**src/rtl/leve1_pkg.sv**
```systemverilog
// Shared types and constants for the LEVE1 instruction-fetch front end.
package leve1_pkg;

  localparam int unsigned XLEN = 64;

  localparam logic [XLEN-1:0] RESET_PC_DEFAULT = 64'h0000_0000_8000_0000;
  localparam logic [31:0]     NOP_INSTR        = 32'h0000_0013;
  localparam logic [XLEN-1:0] PC_STEP          = XLEN'(4);

  // One buffered fetch result: the word and the PC it was fetched from.
  typedef struct packed {
    logic [XLEN-1:0] pc;
    logic [31:0]     instr;
  } fetch_entry_t;

  // Fetch addresses are always word aligned; low bits of a redirect target are ignored.
  function automatic logic [XLEN-1:0] align_pc(input logic [XLEN-1:0] pc);
    return {pc[XLEN-1:2], 2'b00};
  endfunction

endpackage

```
**src/rtl/leve1_if_fetch_if.sv**
```systemverilog
// Bus bundle of the fetch front end: EX redirect inputs, instruction-memory port and the
// downstream valid/ready instruction stream. The master modport is the fetch unit's view.
interface leve1_if_fetch_if;
  import leve1_pkg::*;

  // EX redirect
  logic            ipc_we;
  logic [XLEN-1:0] inext_pc;
  logic            iflash;

  // Instruction memory port
  logic            mem_req;
  logic [XLEN-1:0] mem_addr;
  logic            mem_gnt;
  logic            mem_rvalid;
  logic [31:0]     mem_rdata;

  // Downstream instruction stream
  logic            ovalid;
  logic [XLEN-1:0] opc;
  logic [31:0]     oinstr;
  logic            iready;

  modport master (
    input  ipc_we, inext_pc, iflash,
    output mem_req, mem_addr,
    input  mem_gnt, mem_rvalid, mem_rdata,
    output ovalid, opc, oinstr,
    input  iready
  );

  modport slave (
    output ipc_we, inext_pc, iflash,
    input  mem_req, mem_addr,
    output mem_gnt, mem_rvalid, mem_rdata,
    input  ovalid, opc, oinstr,
    output iready
  );

endinterface

```
**src/rtl/leve1_fifo.sv**
```systemverilog
// Synchronous FIFO with registered storage, synchronous clear and occupancy count.
// Push and pop in the same cycle are accepted at any occupancy, including full.
module leve1_fifo #(
  parameter type         T     = logic,
  parameter int unsigned Depth = 4,
  localparam int unsigned PtrW = $clog2(Depth),
  localparam int unsigned CntW = $clog2(Depth) + 1
) (
  input  logic            clk_i,
  input  logic            rst_ni,
  input  logic            clear_i,
  input  logic            push_i,
  input  T                wdata_i,
  input  logic            pop_i,
  output T                rdata_o,
  output logic            full_o,
  output logic            empty_o,
  output logic [CntW-1:0] count_o
);

  localparam logic [CntW-1:0] DepthC = CntW'(Depth);

  T                mem_q [Depth];
  logic [PtrW-1:0] wr_ptr_q, wr_ptr_d;
  logic [PtrW-1:0] rd_ptr_q, rd_ptr_d;
  logic [CntW-1:0] count_q, count_d;
  logic            do_push, do_pop;

  assign empty_o = (count_q == '0);
  assign full_o  = (count_q == DepthC);
  assign count_o = count_q;
  assign rdata_o = mem_q[rd_ptr_q];

  assign do_pop  = pop_i && !empty_o;
  // A full FIFO can still take a push when the head leaves in the same cycle.
  assign do_push = push_i && (!full_o || do_pop);

  // Pointer and occupancy next state; clear wins over push/pop.
  always_comb begin
    wr_ptr_d = wr_ptr_q;
    rd_ptr_d = rd_ptr_q;
    count_d  = count_q;
    if (clear_i) begin
      wr_ptr_d = '0;
      rd_ptr_d = '0;
      count_d  = '0;
    end else begin
      if (do_push) wr_ptr_d = wr_ptr_q + 1'b1;
      if (do_pop)  rd_ptr_d = rd_ptr_q + 1'b1;
      unique case ({do_push, do_pop})
        2'b10:   count_d = count_q + 1'b1;
        2'b01:   count_d = count_q - 1'b1;
        default: count_d = count_q;
      endcase
    end
  end

  // Pointer and occupancy registers.
  always_ff @(posedge clk_i or negedge rst_ni) begin
    if (!rst_ni) begin
      wr_ptr_q <= '0;
      rd_ptr_q <= '0;
      count_q  <= '0;
    end else begin
      wr_ptr_q <= wr_ptr_d;
      rd_ptr_q <= rd_ptr_d;
      count_q  <= count_d;
    end
  end

  // Storage array; contents behind the read pointer are don't-care, so no reset.
  always_ff @(posedge clk_i) begin
    if (do_push && !clear_i) begin
      mem_q[wr_ptr_q] <= wdata_i;
    end
  end

  a_no_overflow: assert property (@(posedge clk_i) disable iff (!rst_ni)
    !(push_i && full_o && !pop_i && !clear_i));

endmodule

```
**src/rtl/leve1_if_fetch.sv**
```systemverilog
// LEVE1 instruction-fetch front end. Owns the fetch PC, issues in-order word requests,
// tags returned words with their PC and buffers them for the downstream valid/ready stream.
// An EX redirect reloads both PCs, clears the buffer and drops every response still in
// flight, so stale words never alias the new stream.
// Build option: define LEVE1_IF_BYPASS_EN to present a response in its arrival cycle when
// the buffer is empty (otherwise responses reach the output one cycle after arrival).
module leve1_if_fetch
  import leve1_pkg::*;
#(
  parameter logic [XLEN-1:0] RESET_PC   = RESET_PC_DEFAULT,
  parameter int unsigned     FIFO_DEPTH = 4
) (
  input logic              CLK,
  input logic              RSTn,
  leve1_if_fetch_if.master bus
);

  localparam int unsigned  CntW   = $clog2(FIFO_DEPTH) + 1;
  localparam logic [CntW:0] DepthW = (CntW + 1)'(FIFO_DEPTH);

  // fpc: address of the next request; rpc: PC tagged onto the next accepted response.
  logic [XLEN-1:0] fpc_q, fpc_d;
  logic [XLEN-1:0] rpc_q, rpc_d;
  // Requests granted but not yet answered, and how many of those are stale.
  logic [CntW-1:0] outst_q, outst_d;
  logic [CntW-1:0] discard_q, discard_d;

  logic            redirect;
  logic [XLEN-1:0] target;
  logic            credit_ok;
  logic            req;
  logic            grant;
  logic            resp;
  logic            accept;
  logic            byp_valid;
  logic            byp_take;
  logic            push;
  logic            pop;

  fetch_entry_t    push_entry;
  fetch_entry_t    head;
  logic            fifo_full;
  logic            fifo_empty;
  logic [CntW-1:0] fifo_count;

  logic            ovalid;
  logic [XLEN-1:0] opc;
  logic [31:0]     oinstr;

  // IFLASH always accompanies IPC_WE; either one starts a redirect.
  assign redirect = bus.ipc_we | bus.iflash;
  assign target   = align_pc(bus.inext_pc);

  // Every granted request owns a buffer slot, so the buffer can never overflow.
  assign credit_ok = ({1'b0, outst_q} + {1'b0, fifo_count}) < DepthW;
  assign req       = RSTn && credit_ok && !redirect;
  assign grant     = req && bus.mem_gnt;
  assign resp      = bus.mem_rvalid;

  // A response enters the stream only once all stale responses are gone; one arriving in
  // the redirect cycle itself is stale too.
  assign accept = RSTn && resp && (discard_q == '0) && !redirect;

`ifdef LEVE1_IF_BYPASS_EN
  assign byp_valid = accept && fifo_empty;
  assign byp_take  = byp_valid && bus.iready;
`else
  assign byp_valid = 1'b0;
  assign byp_take  = 1'b0;
`endif

  assign push       = accept && !byp_take;
  assign pop        = !fifo_empty && bus.iready && !redirect;
  assign push_entry = '{pc: rpc_q, instr: bus.mem_rdata};

  leve1_fifo #(
    .T     (fetch_entry_t),
    .Depth (FIFO_DEPTH)
  ) u_fifo (
    .clk_i   (CLK),
    .rst_ni  (RSTn),
    .clear_i (redirect),
    .push_i  (push),
    .wdata_i (push_entry),
    .pop_i   (pop),
    .rdata_o (head),
    .full_o  (fifo_full),
    .empty_o (fifo_empty),
    .count_o (fifo_count)
  );

  // Outstanding/discard accounting and PC advance; a redirect overrides both PCs.
  always_comb begin
    unique case ({grant, resp})
      2'b10:   outst_d = outst_q + 1'b1;
      2'b01:   outst_d = outst_q - 1'b1;
      default: outst_d = outst_q;
    endcase

    discard_d = discard_q;
    if (redirect) begin
      discard_d = outst_d;
    end else if (resp && (discard_q != '0)) begin
      discard_d = discard_q - 1'b1;
    end

    fpc_d = fpc_q;
    rpc_d = rpc_q;
    if (redirect) begin
      fpc_d = target;
      rpc_d = target;
    end else begin
      if (grant)  fpc_d = fpc_q + PC_STEP;
      if (accept) rpc_d = rpc_q + PC_STEP;
    end
  end

  // Fetch state registers.
  always_ff @(posedge CLK or negedge RSTn) begin
    if (!RSTn) begin
      fpc_q     <= RESET_PC;
      rpc_q     <= RESET_PC;
      outst_q   <= '0;
      discard_q <= '0;
    end else begin
      fpc_q     <= fpc_d;
      rpc_q     <= rpc_d;
      outst_q   <= outst_d;
      discard_q <= discard_d;
    end
  end

  // Downstream view: buffer head, else the bypassed response, else an idle NOP at rpc.
  always_comb begin
    ovalid = 1'b0;
    opc    = rpc_q;
    oinstr = NOP_INSTR;
    if (!fifo_empty) begin
      ovalid = 1'b1;
      opc    = head.pc;
      oinstr = head.instr;
    end else if (byp_valid) begin
      ovalid = 1'b1;
      opc    = rpc_q;
      oinstr = bus.mem_rdata;
    end
  end

  assign bus.mem_req  = req;
  assign bus.mem_addr = fpc_q;
  assign bus.ovalid   = ovalid;
  assign bus.opc      = opc;
  assign bus.oinstr   = oinstr;

  a_resp_has_owner: assert property (@(posedge CLK) disable iff (!RSTn)
    resp |-> (outst_q != '0));
  a_outst_bound: assert property (@(posedge CLK) disable iff (!RSTn)
    {1'b0, outst_q} <= DepthW);
  a_discard_bound: assert property (@(posedge CLK) disable iff (!RSTn)
    discard_q <= outst_q);
  a_no_push_when_full: assert property (@(posedge CLK) disable iff (!RSTn)
    !(push && fifo_full && !pop));
  a_addr_aligned: assert property (@(posedge CLK) disable iff (!RSTn)
    bus.mem_addr[1:0] == 2'b00);

endmodule

```
**src/flat_wrapper.sv**
```systemverilog
// flat-port wrapper written by rule: the top's interface ports become plain ports
module leve1_if_fetch_flat import leve1_pkg::*;
#(
  parameter logic [XLEN-1:0] RESET_PC   = RESET_PC_DEFAULT,
  parameter int unsigned     FIFO_DEPTH = 4
)
  (CLK, RSTn, bus_ipc_we, bus_inext_pc, bus_iflash, bus_mem_req, bus_mem_addr, bus_mem_gnt, bus_mem_rvalid, bus_mem_rdata, bus_ovalid, bus_opc, bus_oinstr, bus_iready);
  leve1_if_fetch_if bus_i ();
  input logic CLK;
  input logic RSTn;
  input wire logic [$bits(bus_i.ipc_we)-1:0] bus_ipc_we;
  input wire logic [$bits(bus_i.inext_pc)-1:0] bus_inext_pc;
  input wire logic [$bits(bus_i.iflash)-1:0] bus_iflash;
  output wire logic [$bits(bus_i.mem_req)-1:0] bus_mem_req;
  output wire logic [$bits(bus_i.mem_addr)-1:0] bus_mem_addr;
  input wire logic [$bits(bus_i.mem_gnt)-1:0] bus_mem_gnt;
  input wire logic [$bits(bus_i.mem_rvalid)-1:0] bus_mem_rvalid;
  input wire logic [$bits(bus_i.mem_rdata)-1:0] bus_mem_rdata;
  output wire logic [$bits(bus_i.ovalid)-1:0] bus_ovalid;
  output wire logic [$bits(bus_i.opc)-1:0] bus_opc;
  output wire logic [$bits(bus_i.oinstr)-1:0] bus_oinstr;
  input wire logic [$bits(bus_i.iready)-1:0] bus_iready;
  assign bus_i.ipc_we = bus_ipc_we;
  assign bus_i.inext_pc = bus_inext_pc;
  assign bus_i.iflash = bus_iflash;
  assign bus_mem_req = bus_i.mem_req;
  assign bus_mem_addr = bus_i.mem_addr;
  assign bus_i.mem_gnt = bus_mem_gnt;
  assign bus_i.mem_rvalid = bus_mem_rvalid;
  assign bus_i.mem_rdata = bus_mem_rdata;
  assign bus_ovalid = bus_i.ovalid;
  assign bus_opc = bus_i.opc;
  assign bus_oinstr = bus_i.oinstr;
  assign bus_i.iready = bus_iready;
  leve1_if_fetch #(.RESET_PC(RESET_PC), .FIFO_DEPTH(FIFO_DEPTH)) u_core (.CLK(CLK), .RSTn(RSTn), .bus(bus_i));
endmodule
```
**config.mk**
```make
export PLATFORM = sky130hd
export DESIGN_NAME = leve1_if_fetch_flat
export DESIGN_NICKNAME = d
export VERILOG_FILES = /design/src/rtl/leve1_pkg.sv /design/src/rtl/leve1_if_fetch_if.sv /design/src/rtl/leve1_fifo.sv /design/src/rtl/leve1_if_fetch.sv /design/src/flat_wrapper.sv
export SDC_FILE = /design/constraint.sdc
export NUM_CORES = 1
export LEC_CHECK = 0
export BUFFER_PORTS_ARGS = -buffer_cell sky130_fd_sc_hd__clkbuf_2
export CORE_MARGIN = 8
export CORE_UTILIZATION = 59
export CTS_CLUSTER_DIAMETER = 80
export DETAILED_ROUTE_END_ITERATION = 7
export GPL_TIMING_DRIVEN = 0
export PLACE_DENSITY = 0.8
export SYNTH_ARGS = -nofsm -noshare
export SYNTH_HDL_FRONTEND = slang
export SYNTH_HIERARCHICAL = 1
export SYNTH_SLANG_ARGS = --single-unit
```
**constraint.sdc**
```tcl
create_clock -name CLK -period 5 [get_ports CLK]
set_input_delay 0.5 -clock CLK [delete_from_list [all_inputs] [get_ports CLK]]
set_output_delay 0.5 -clock CLK [all_outputs]
set_load 0.01 [all_outputs]
```
# After elaboration in Yosys (flattened, before gate mapping)
# Memories as Yosys holds them, arrays and structs flattened.
# Cells that the tools add are included.
dict set report word_totals {
  regBits 141
  ramBits 384
  in_bits 103
  output_inout_bits 162
  wordCells 68
  n_memories 1
}
dict set report classes {
  addsub 10
  n_lt_le_gt_ge 1
  eq_ne 5
  muxes 18
  bitwise 1
  n_reduce_logical 25
}
# memory depth width rd rd_clocked_by_memory_dff wr line_no
set mem_list {}
lappend mem_list {u_core.u_fifo.mem_q 4 96 1 0 1 leve1_fifo.sv:23} ;# T mem_q [Depth];
# op n
set op_table {}
lappend op_table {{64-bit two-way mux} 5}
lappend op_table {{64-bit by 3-bit adder with 64-bit output, second input constant} 2}
lappend op_table {{32-bit two-way mux} 1}
lappend op_table {{1-bit logical AND} 12}
lappend op_table {{3-bit one-hot mux with 2 select lines} 2}
lappend op_table {{2-bit nonzero test} 5}
lappend op_table {{3-bit two-way mux} 3}
lappend op_table {{3-bit by 1-bit subtractor with 3-bit output, second input constant} 3}
lappend op_table {{2-bit two-way mux} 4}
lappend op_table {{3-bit by 1-bit adder with 3-bit output, second input constant} 2}
lappend op_table {{3-bit logical NOT} 2}
lappend op_table {{3-bit nonzero test} 2}
lappend op_table {{2-bit by 1-bit adder with 2-bit output, second input constant} 2}
lappend op_table {{3-bit by 3-bit adder with 4-bit output} 1}
lappend op_table {{2-bit by 1-bit == test with 1-bit output, second input constant} 2}
lappend op_table {{2-bit == test, second input constant} 2}
lappend op_table {{4-bit by 3-bit < comparator with 1-bit output, second input constant} 1}
lappend op_table {{3-bit == test, second input constant} 1}
lappend op_table {{1-bit logical NOT} 3}
lappend op_table {{1-bit two-way mux} 3}
lappend op_table {{1-bit logical OR} 1}
lappend op_table {{1-bit bitwise OR} 1}

# Depth between registers and ports, before layout
# Gate-level depths: netlist (run 1).
dict set report logic_depth {
  word_depth 10
  mapped_depth 14
  mapped_depth_nobuf 11
}

# By module
# The synthesis (run 1) kept the hierarchy.
# mod instances cells_each area_each_um2 seq_area_each_um2
set by_module_without_submodules {}
lappend by_module_without_submodules {leve1_fifo 1 569 14398.8 11706.2}
lappend by_module_without_submodules {leve1_if_fetch 1 1013 8695.8 3255.6}

# Worst setup path after synthesis (run 1)
# Ideal clock, no wire load.
dict set report synth_timing {
  path_type {input to register}
  startpoint {input bus_iflash}
  endpoint {memory u_core/u_fifo/mem_q[2][0] (netlist name), enable pin}
  setup_ns 0.466
  arrival_ns 4.198
  required_ns 4.534
  slack_ns 0.337
  stages 8
  n_path_buf 3
  cell_sequence {nor2_2 clkinv_1 clkbuf_1 clkbuf_1 nor2_1 buf_2 o211a_1 and2_1}
}
dict set report synth_between {
  elab_cells_between_ends 10
  cone_classes {2 x mux; 1 x bitwise; 7 x reduce/logical}
}
# element line_no
set synth_rtl {}
lappend synth_rtl {{from (decl)} flat_wrapper.sv:13} ;# input wire logic [$bits(bus_i.iflash)-1:0] bus_iflash;
lappend synth_rtl {{1-bit bitwise OR} leve1_if_fetch.sv:51} ;# assign redirect = bus.ipc_we | bus.iflash;
lappend synth_rtl {{named net u_core.redirect} leve1_if_fetch.sv:28} ;# logic redirect;
lappend synth_rtl {{1-bit logical NOT} leve1_if_fetch.sv:62} ;# assign accept = RSTn && resp && (discard_q == '0) && !redirect;
lappend synth_rtl {{1-bit logical AND} leve1_if_fetch.sv:62}
lappend synth_rtl {{named net u_core.accept} leve1_if_fetch.sv:34} ;# logic accept;
lappend synth_rtl {{1-bit logical AND} leve1_fifo.sv:36} ;# assign do_push = push_i && (!full_o || do_pop);
lappend synth_rtl {{1-bit logical AND} leve1_fifo.sv:73} ;# if (do_push && !clear_i) begin
lappend synth_rtl {{1-bit two-way mux} leve1_fifo.sv:73}
lappend synth_rtl {{1-bit two-way mux (implied by the code)} leve1_fifo.sv:74} ;# mem_q[wr_ptr_q] <= wdata_i;
lappend synth_rtl {{to (decl)} leve1_fifo.sv:23}
# The timed path passes the listed nets, and every way through them passes these cells.

# Worst setup path in the final report (run 1)
dict set report layout_timing {
  startpoint {input RSTn}
  endpoint {register u_core.rpc_q[35]}
}
dict set report layout_between {
  elab_chain_cells 4
}
# element line_no
set layout_lines {}
lappend layout_lines {{from (decl)} flat_wrapper.sv:10} ;# input logic RSTn;
lappend layout_lines {{1-bit logical AND (3 in a row)} leve1_if_fetch.sv:62}
lappend layout_lines {{2-bit nonzero test (no source line)} n/a}
lappend layout_lines {{to (signal assigned)} leve1_if_fetch.sv:127} ;# rpc_q <= rpc_d;
lappend layout_lines {{to (decl)} leve1_if_fetch.sv:23} ;# logic [XLEN-1:0] rpc_q, rpc_d;
# Every way passes these cells.
# A chain may end at the register's enable or synchronous reset.

==> impl_metrics.json, run 1 <==
{
  "fin_util_pct": 70.0,
  "reg2reg_from": "u_core/u_fifo/count_o[0]$_DFFE_PN0P_",
  "finalCriticalPeriod_ns": 4.17,
  "synth.avg_cell_area_um2": 14.6,
  "clk_latency_ns": 0.57,
  "area_growth_pct": 17.1,
  "skew_ns": 0.0164,
  "fin_area_um2": 27100,
  "cp-startpoint": "RSTn",
  "critical_path_buf_inv_count": 4,
  "dpl.hpwl_mm": 41.3,
  "whs_ns": 0.157,
  "drtAntennaViolNets": 0,
  "yosysWarningCount": 6,
  "finalNonFillerCells": 2473,
  "dpl-instance-area_um2": 25300,
  "path_clk_slew_ns": 0.06,
  "startpoint_type": "input port",
  "drt_iter0_markers": 1556,
  "wire_per_inst_um": 24.3,
  "grt_max_degree": 93,
  "worst_path_dominant_cell_family": "simple AND/OR/NAND/NOR gates",
  "synthesis.area_um2": 23100,
  "cp_slowest_cell": "nor4_1",
  "die_h_um": 214,
  "grt_pass1_vias": 15587,
  "dp_cells": 2377,
  "ff2ff_path_depth": 12,
  "maxClockFrequency_ghz": 0.240,
  "ios": 265,
  "rsz0062_at_grt": "no",
  "fin_crit_sh_pct": 83.3,
  "initial_core_util_pct": 59.7,
  "endpoint": "u_core/rpc_q[35]$_DFFE_PN0P_",
  "path_depth": 9,
  "cts_buffer_depth": 3,
  "hold_viol": 0,
  "dieArea_um2": 45700,
  "leakage_uw": 0.00953,
  "io_buffers": 260,
  "core_um2": 38600,
  "layout-drive-gt1-share_pct": 28.5,
  "peakVddDrop_mv": 0.223,
  "worstHoldPathType": "in -> reg",
  "viasPerCell": 6.28,
  "critPathMaxStageDelay_ns": 0.90,
  "grt_pass1_wl_mm": 92.0,
  "cts_root_buffer": "clkbuf_16",
  "cap_violations": 0,
  "gp_congestion": 0.938,
  "path_class": "in -> reg",
  "cp-end-kind": "flop",
  "crit_required_ns": 5.49,
  "overflow": 0,
  "drt-total-wl_mm": 60.1,
  "worstMarginPinSlew_ns": 1.42,
  "final_cell_mix": "edfxtp_1 (384), clkbuf_2 (259), dfrtp_1 (135)",
  "syn_inst": 1581,
  "fill_cells": 2567,
  "diodes": 0,
  "r2r_setup_slack_ns": 1.03,
  "clock_sinks": 521,
  "setup_tns_ns": 0,
  "final_common_cell": "edfxtp_1",
  "grtUsageTotal_pct": 26.4,
  "vias": 15538,
  "status": "finished clean",
  "rows": 72,
  "drc": 0,
  "htree_num_levels": 2,
  "fin_nets": 2029,
  "dr.pass1.iters": 6,
  "setup_viol": 0,
  "hold_buffers": 1,
  "relSlewSlack_pct": 4.60,
  "cts_resized": 0,
  "numCtsBuffers": 51,
  "crit_chain": "dlygate4sd3_1 > clkbuf_8 > buf_16 > nand4b_1 > nor4_1 > nand4_1 > clkbuf_1 > or3_1 > a31oi_1",
  "critPathMaxFanout": 92,
  "timing.rr.end": "u_core/u_fifo/mem_q[1][12]$_DFFE_PP_",
  "cp.arrival_ns": 4.66,
  "cts_tree": "built",
  "finalMaxSlewViolations": 0,
  "die_w_um": 214,
  "antenna_found_initial": 0,
  "cts_setup_buffers": 0,
  "power.density_nw_per_um2": 358
}
per-stage QoR:
step / total power, uW / worst slack (ns)
2_1_floorplan: 5420 / 0.337
5_1_grt: 10000 / 0.484
4_1_cts: 9760 / 0.798
6_report: 9690 / 0.833
3_3_place_gp: 5760 / -4.31
3_5_place_dp: 5800 / 0.680
worst min path at each step:
stage	start	depth (start not counted)	to
5_1_grt	bus_mem_rdata[27]	1	u_core/u_fifo/mem_q[2][27]$_DFFE_PP_
3_5_place_dp	RSTn	1	u_core/bus.mem_addr[6]$_DFFE_PN0P_
2_1_floorplan	RSTn	0	u_core/bus.mem_addr[10]$_DFFE_PN0P_
3_3_place_gp	u_core/outst_q[2]$_DFF_PN0_	1	u_core/outst_q[2]$_DFF_PN0_
6_report	bus_mem_rdata[2]	1	u_core/u_fifo/mem_q[3][2]$_DFFE_PP_
4_1_cts	bus_mem_rdata[2]	1	u_core/u_fifo/mem_q[3][2]$_DFFE_PP_
power by group:
| group | internal [uW] | switching, uW |
|---|---|---|
| clock | 2370 | 1600 |
| sequential | 4790 | 217 |
| combinational | 291 | 429 |
area by class of cell:
class	instances	area (um^2)	area share [%]
tap	518	648	2.40
inverter	30	113	0.416
clock buffer	65	1380	5.11
timing repair buffer	270	1520	5.63
clock inverter	30	364	1.35
multi-input combinational	953	7650	28.3
sequential	521	15000	55.3
buffer	86	407	1.50
routing by layer:
layer	GRT usage, %	share of wire [%]
met1	37.7	42
met2	41.7	48
met3	4.79	7.9
met4	7.71	2.6
met5	0	0
worst register-to-register path, stage by stage, from the launching register on:
cell      delay (ns)
dfrtp_1         0.47
or2_1           0.25
buf_2           0.16
nor2_1          0.13
clkbuf_1        0.38
clkbuf_1        0.57
inv_1           0.19
and3_1          0.25
nand2b_1        0.20
o211a_1         0.27
and2_4          0.31
buf_16          0.26
buf_12          0.22
sequential cells by signal, summed over array words and instances (netlist names):
register and flops:
u_core/bus.mem_addr 62, u_core/u_fifo/count_o 3, u_core/outst_q 3, u_core/rpc_q 62, u_core/u_fifo/rd_ptr_q 2, u_core/u_fifo/mem_q 384
u_core/u_fifo/wr_ptr_q 2, u_core/discard_q 3
(Power assumes the default switching activity.)
==> run 2: changes to the inputs <==
- clock period: 5 -> 3.92 ns (I/O delays scaled with it)
==> run 2 against run 1 <==
Register-to-register slack got worse by 0.88 ns; sequential share of layout area rose by 0.13 points; count of clock-buffer cells in the layout rose by 9; die area did not move; worst setup slack got worse by 0.72 ns; cell area fell by 0.24%; total power rose by 26%; utilization fell by 0.17 points; hold slack got worse by 0.13 ns; sequential cell count did not move; clock skew rose by 0.0092 ns; sequential power rose by 28%; largest cell class unchanged.
==> impl_metrics.json, run 2 (synthesis gave the netlist of run 1 again) <==
{
  "setup_viol": 0,
  "hold_viol": 0,
  "status": "finished clean",
  "grt_pass1_vias": 15653,
  "skew_ns": 0.0256,
  "io_buffers": 260,
  "worstMarginPinSlew_ns": 1.41,
  "cts_buffer_depth": 3,
  "initial_core_util_pct": 59.7,
  "vias": 15585,
  "cp.arrival_ns": 4.32,
  "startpoint_type": "input port",
  "largest_register_ffs": 384,
  "path_clk_slew_ns": 0.06,
  "worstHoldPathType": "in -> reg",
  "final_common_cell": "edfxtp_1",
  "pwr-share-seq_pct": 52.4,
  "die_w_um": 214,
  "p_int_uw": 9330,
  "maxClockFrequency_ghz": 0.262,
  "layout-drive-gt1-share_pct": 27.9,
  "drt_iter0_markers": 1556,
  "fin_area_um2": 27000,
  "htree_num_levels": 2,
  "critPathMaxFanout": 98,
  "ios": 265,
  "dpl-instance-area_um2": 25300,
  "dr.pass1.iters": 7,
  "diodes": 0,
  "viasPerCell": 6.30,
  "relSlewSlack_pct": 5.08,
  "drtAntennaViolNets": 0,
  "crit_required_ns": 4.43,
  "clkPwrFrac_pct": 40.0,
  "worst_path_dominant_cell_family": "simple AND/OR/NAND/NOR gates",
  "crit_chain": "dlygate4sd3_1 > clkbuf_8 > buf_16 > nand4b_1 > nor4_1 > nand4_1 > clkbuf_1 > or3_1 > a31oi_1",
  "regMostFlops": "u_core/u_fifo/mem_q",
  "power.density_nw_per_um2": 452,
  "wire_per_inst_um": 25.0,
  "numCtsBuffers": 52,
  "cp-end-kind": "flop",
  "critPathMaxStageDelay_ns": 0.94,
  "peakVddDrop_mv": 0.381,
  "clock_sinks": 521,
  "grt_max_degree": 99,
  "cts_root_buffer": "clkbuf_16",
  "cts_setup_buffers": 0,
  "combPwrFrac_pct": 7.6,
  "finalCriticalPeriod_ns": 3.81,
  "multiInputGateArea_um2": 7650,
  "dpl.hpwl_mm": 41.8,
  "fill_cells": 2612,
  "fin_crit_sh_pct": 97.2,
  "drt-total-wl_mm": 61.8,
  "rsz0062_at_grt": "no",
  "regArea_um2": 15000,
  "leakage_uw": 0.00948,
  "gp_congestion": 0.979,
  "cts_tree": "built",
  "final_cell_mix": "edfxtp_1 (384), clkbuf_2 (262), dfrtp_1 (135)",
  "finalMaxSlewViolations": 0,
  "fin_util_pct": 69.8,
  "switching_share_pct": 23.4,
  "cp_slowest_cell": "nor4_1",
  "die_h_um": 214,
  "rows": 72,
  "cap_violations": 0,
  "overflow": 0,
  "power.net_switching_uw": 2860,
  "dieArea_um2": 45700,
  "path_class": "in -> reg",
  "grtUsageTotal_pct": 26.9,
  "grt_pass1_wl_mm": 93.0,
  "core_um2": 38600,
  "clk_latency_ns": 0.60,
  "antenna_found_initial": 1,
  "area_growth_pct": 16.9,
  "drc": 0,
  "critical_path_buf_inv_count": 4,
  "fin_nets": 2032
}
## run 2: layout make-up
class / count / share of cell area [%]
Sequential cell: 521 / 55.4
Buffer: 86 / 1.52
Clock inverter: 20 / 0.825
Timing Repair Buffer: 272 / 5.75
Tap cell: 518 / 2.40
Inverter: 30 / 0.417
Multi-Input combinational cell: 953 / 28.4
Clock buffer: 74 / 5.28
## run 2: metrics by stage
step | worst slack (ns) | std cells | total power [uW] | TNS [ns] | hold WS [ns]
floorplan | 0.421 | 1590 | 6920 | 0 | 0.0964
global placement | -3.44 | 2368 | 7350 | -1533.90 | 0.482
detailed placement | -0.327 | 2374 | 7390 | -46.36 | 0.366
CTS | 0.120 | 2474 | 12300 | 0 | 0.000241
global route | 0.00613 | 2474 | 12600 | 0 | 0.00318
finish | 0.110 | 2474 | 12200 | 0 | 0.0298
## run 2: final timing paths
path | startpoint | cells after the start | end | slack [ns]
setup / recovery | RSTn | 9 | u_core/rpc_q[39]$_DFFE_PN0P_ | 0.11
hold / removal | bus_mem_rdata[22] | 1 | u_core/u_fifo/mem_q[3][22]$_DFFE_PP_ | 0.03
setup reg to reg | u_core/u_fifo/count_o[1]$_DFFE_PN0P_ | 11 | u_core/u_fifo/mem_q[1][26]$_DFFE_PP_ | 0.15
hold reg to reg | u_core/outst_q[2]$_DFF_PN0_ | 1 | u_core/outst_q[2]$_DFF_PN0_ | 0.50
max in group asynchronous | RSTn | 3 | u_core/bus.mem_addr[31]$_DFFE_PN1P_ | 3.05
min in group asynchronous | RSTn | 3 | u_core/rpc_q[14]$_DFFE_PN0P_ | 0.36
## run 2: what timing repair did
| action | 4_1_cts | 5_1_grt |
|---|---|---|
| gates resized for setup | 3 | 0 |
| hold buffers | 6 | 0 |
| hold endpoints to repair | 56 | 0 |
| endpoints found under the setup margin | 269 | 0 |
## run 2: per-layer routing
layer / part of all wire, % / track usage [%] / vias up
met3: 8.9 / 6.39 / 108
met2: 48 / 43.3 / 807
met1: 41 / 36.3 / 7831
li1: - / - / 6837
met5: 0.021 / 0 / -
met4: 2.6 / 8.01 / 2
## run 2: power groups by stage
| stage | clock network [uW] | logic, uW | registers, uW |
|---|---|---|---|
| after floorplan | 0 | 500 | 6420 |
| after global placement | 0 | 881 | 6470 |
| after detailed placement | 0 | 908 | 6480 |
| after CTS | 4960 | 924 | 6380 |
| after global routing | 5170 | 1010 | 6410 |
| final | 4880 | 922 | 6390 |
==> run 3: changes to the inputs <==
- CORE_MARGIN: 8 -> 2
- clock period: 3.92 -> 4.2 ns (I/O delays scaled with it)
==> run 3 against run 2 <==
Non-clock buffer count down 4; clock power fell by 15%; clock skew decreased by 0.014 ns; sequential power decreased by 6.7%; utilization shrank 0.56 points; cell area shrank 0.81%; total power is 10% lower; sequential share of layout area rose by 0.45 points; count of clock-buffer cells in the layout decreased by 8; wire length shrank 3.6%; first-iteration DRC count decreased by 4.4%; largest cell class unchanged.
==> impl_metrics.json, run 3 (synthesis gave the netlist of run 1 again) <==
{
  "path_clk_slew_ns": 0.06,
  "startpoint_type": "input port",
  "grtUsageTotal_pct": 29.2,
  "grt_max_degree": 92,
  "finalCriticalPeriod_ns": 3.98,
  "path_class": "in -> reg",
  "fill_cells": 2609,
  "dp_slack_ns": -0.0314,
  "die_w_um": 202,
  "cts_tree": "built",
  "setup_viol": 0,
  "initial_core_util_pct": 59.7,
  "worstMarginPinSlew_ns": 0.930,
  "dp_cells": 2375,
  "finalNonFillerCells": 2466,
  "area_growth_pct": 15.9,
  "layout-drive-gt1-share_pct": 28.1,
  "finalMaxSlewViolations": 0,
  "viasPerCell": 6.38,
  "fin_nets": 2027,
  "hold_viol": 0,
  "cap_violations": 0,
  "cts_buffer_depth": 3,
  "largest_register_ffs": 384,
  "fin_ws_ns": 0.222,
  "io_buffers": 260,
  "gp_congestion": 0.959,
  "cp-end-kind": "flop",
  "die_h_um": 202,
  "dpl.hpwl_mm": 41.0,
  "dieArea_um2": 40700,
  "cts_setup_buffers": 0,
  "power.density_nw_per_um2": 410,
  "skew_ns": 0.0117,
  "maxClockFrequency_ghz": 0.251,
  "grt_pass1_wl_mm": 90.1,
  "peakVddDrop_mv": 0.266,
  "antenna_found_initial": 0,
  "htree_num_levels": 2,
  "drt_iter0_markers": 1488,
  "cp.arrival_ns": 4.43,
  "ios": 265,
  "leakage_uw": 0.00937,
  "status": "finished clean",
  "final_common_cell": "edfxtp_1",
  "grt_pass1_vias": 15353,
  "numCtsBuffers": 51,
  "clk_latency_ns": 0.58,
  "fin_crit_sh_pct": 94.7,
  "cts_root_buffer": "clkbuf_16",
  "final_cell_mix": "edfxtp_1 (384), clkbuf_2 (260), dfrtp_1 (135)",
  "diodes": 0,
  "rows": 72,
  "dr.pass1.iters": 5,
  "core_um2": 38600,
  "critPathMaxFanout": 91,
  "crit_required_ns": 4.65,
  "relSlewSlack_pct": 37.4,
  "overflow": 0,
  "clock_sinks": 521,
  "worstHoldPathType": "in -> reg",
  "regMostFlops": "u_core/u_fifo/mem_q",
  "drt-total-wl_mm": 59.6,
  "drtAntennaViolNets": 0,
  "vias": 15735,
  "drc": 0,
  "whs_ns": 0.0590,
  "wire_per_inst_um": 24.2,
  "rsz0062_at_grt": "no"
}
## run 3: changes by cell type in the layout (fill, tap and decap cells not counted), sizes merged
cell,before,now
clkbuf,390,382
bufinv,5,0
clkinvlp,2,6
dlygate4sd3,5,1
inv,29,33
clkinv,14,15
## run 3: metrics by stage
stage	TNS (ns)	util, %	area [um^2]	power [uW]
after global routing	0	69.3	26800	11300
after CTS	0	69.2	26800	11000
after detailed placement	-1.28	65.3	25300	6900
after global placement	-1372.26	64.9	25100	6850
after floorplan	0	-	23100	6450
final	0	69.3	26800	11000
## run 3: repair_timing
item,in CTS,in global routing
hold buffers,1,0
resized for setup,1,2
endpoints found under the hold margin,49,0
setup endpoints to repair,29,9
## run 3: per-layer routing
metal	vias up	wire length [um]	GRT usage, %
li1	6808	-	-
met1	7815	23700	41.1
met2	957	28500	46.9
met3	155	5380	4.66
met4	0	2060	10.3
met5	-	0	0
## run 3: worst paths after layout
kind	start	to	slack, ns	depth (start not counted)
min	bus_mem_rdata[8]	u_core/u_fifo/mem_q[3][8]$_DFFE_PP_	0.06	1
min in group asynchronous	RSTn	u_core/bus.mem_addr[6]$_DFFE_PN0P_	0.36	2
min reg2reg	u_core/outst_q[2]$_DFF_PN0_	u_core/outst_q[2]$_DFF_PN0_	0.51	1
max	RSTn	u_core/bus.mem_addr[62]$_DFFE_PN0P_	0.22	10
max in group asynchronous	RSTn	u_core/rpc_q[31]$_DFFE_PN1P_	3.03	3
max reg2reg	u_core/u_fifo/count_o[0]$_DFFE_PN0P_	u_core/u_fifo/mem_q[2][1]$_DFFE_PP_	0.29	12
## run 3: layout make-up
cell class | instances | area, um^2 | share of cell area (%)
timing repair buffer | 268 | 1480 | 5.54
sequential | 521 | 15000 | 55.9
multi-input combinational | 953 | 7670 | 28.6
clock buffer | 66 | 1350 | 5.05
tap | 518 | 648 | 2.42
inverter | 30 | 113 | 0.421
buffer | 86 | 408 | 1.52
clock inverter | 24 | 138 | 0.514
## run 3: report_power, final
group	internal (uW)	switching [uW]	leakage [uW]	total, uW
Sequential	5700	260	0.00504	5960
Combinational	349	511	0.00362	860
Clock	2270	1870	0.000709	4150
Total	8320	2640	0.00937	11000
## run 3: critical path, stage by stage
cell and delay, ns:
dlygate4sd3_1 0.54, clkbuf_8 0.41, buf_16 0.40, nor4b_4 0.45, and4_1 0.26, clkbuf_1 0.38
nand3_1 0.54, clkbuf_1 0.49, nor4_1 0.38, nor3_1 0.08
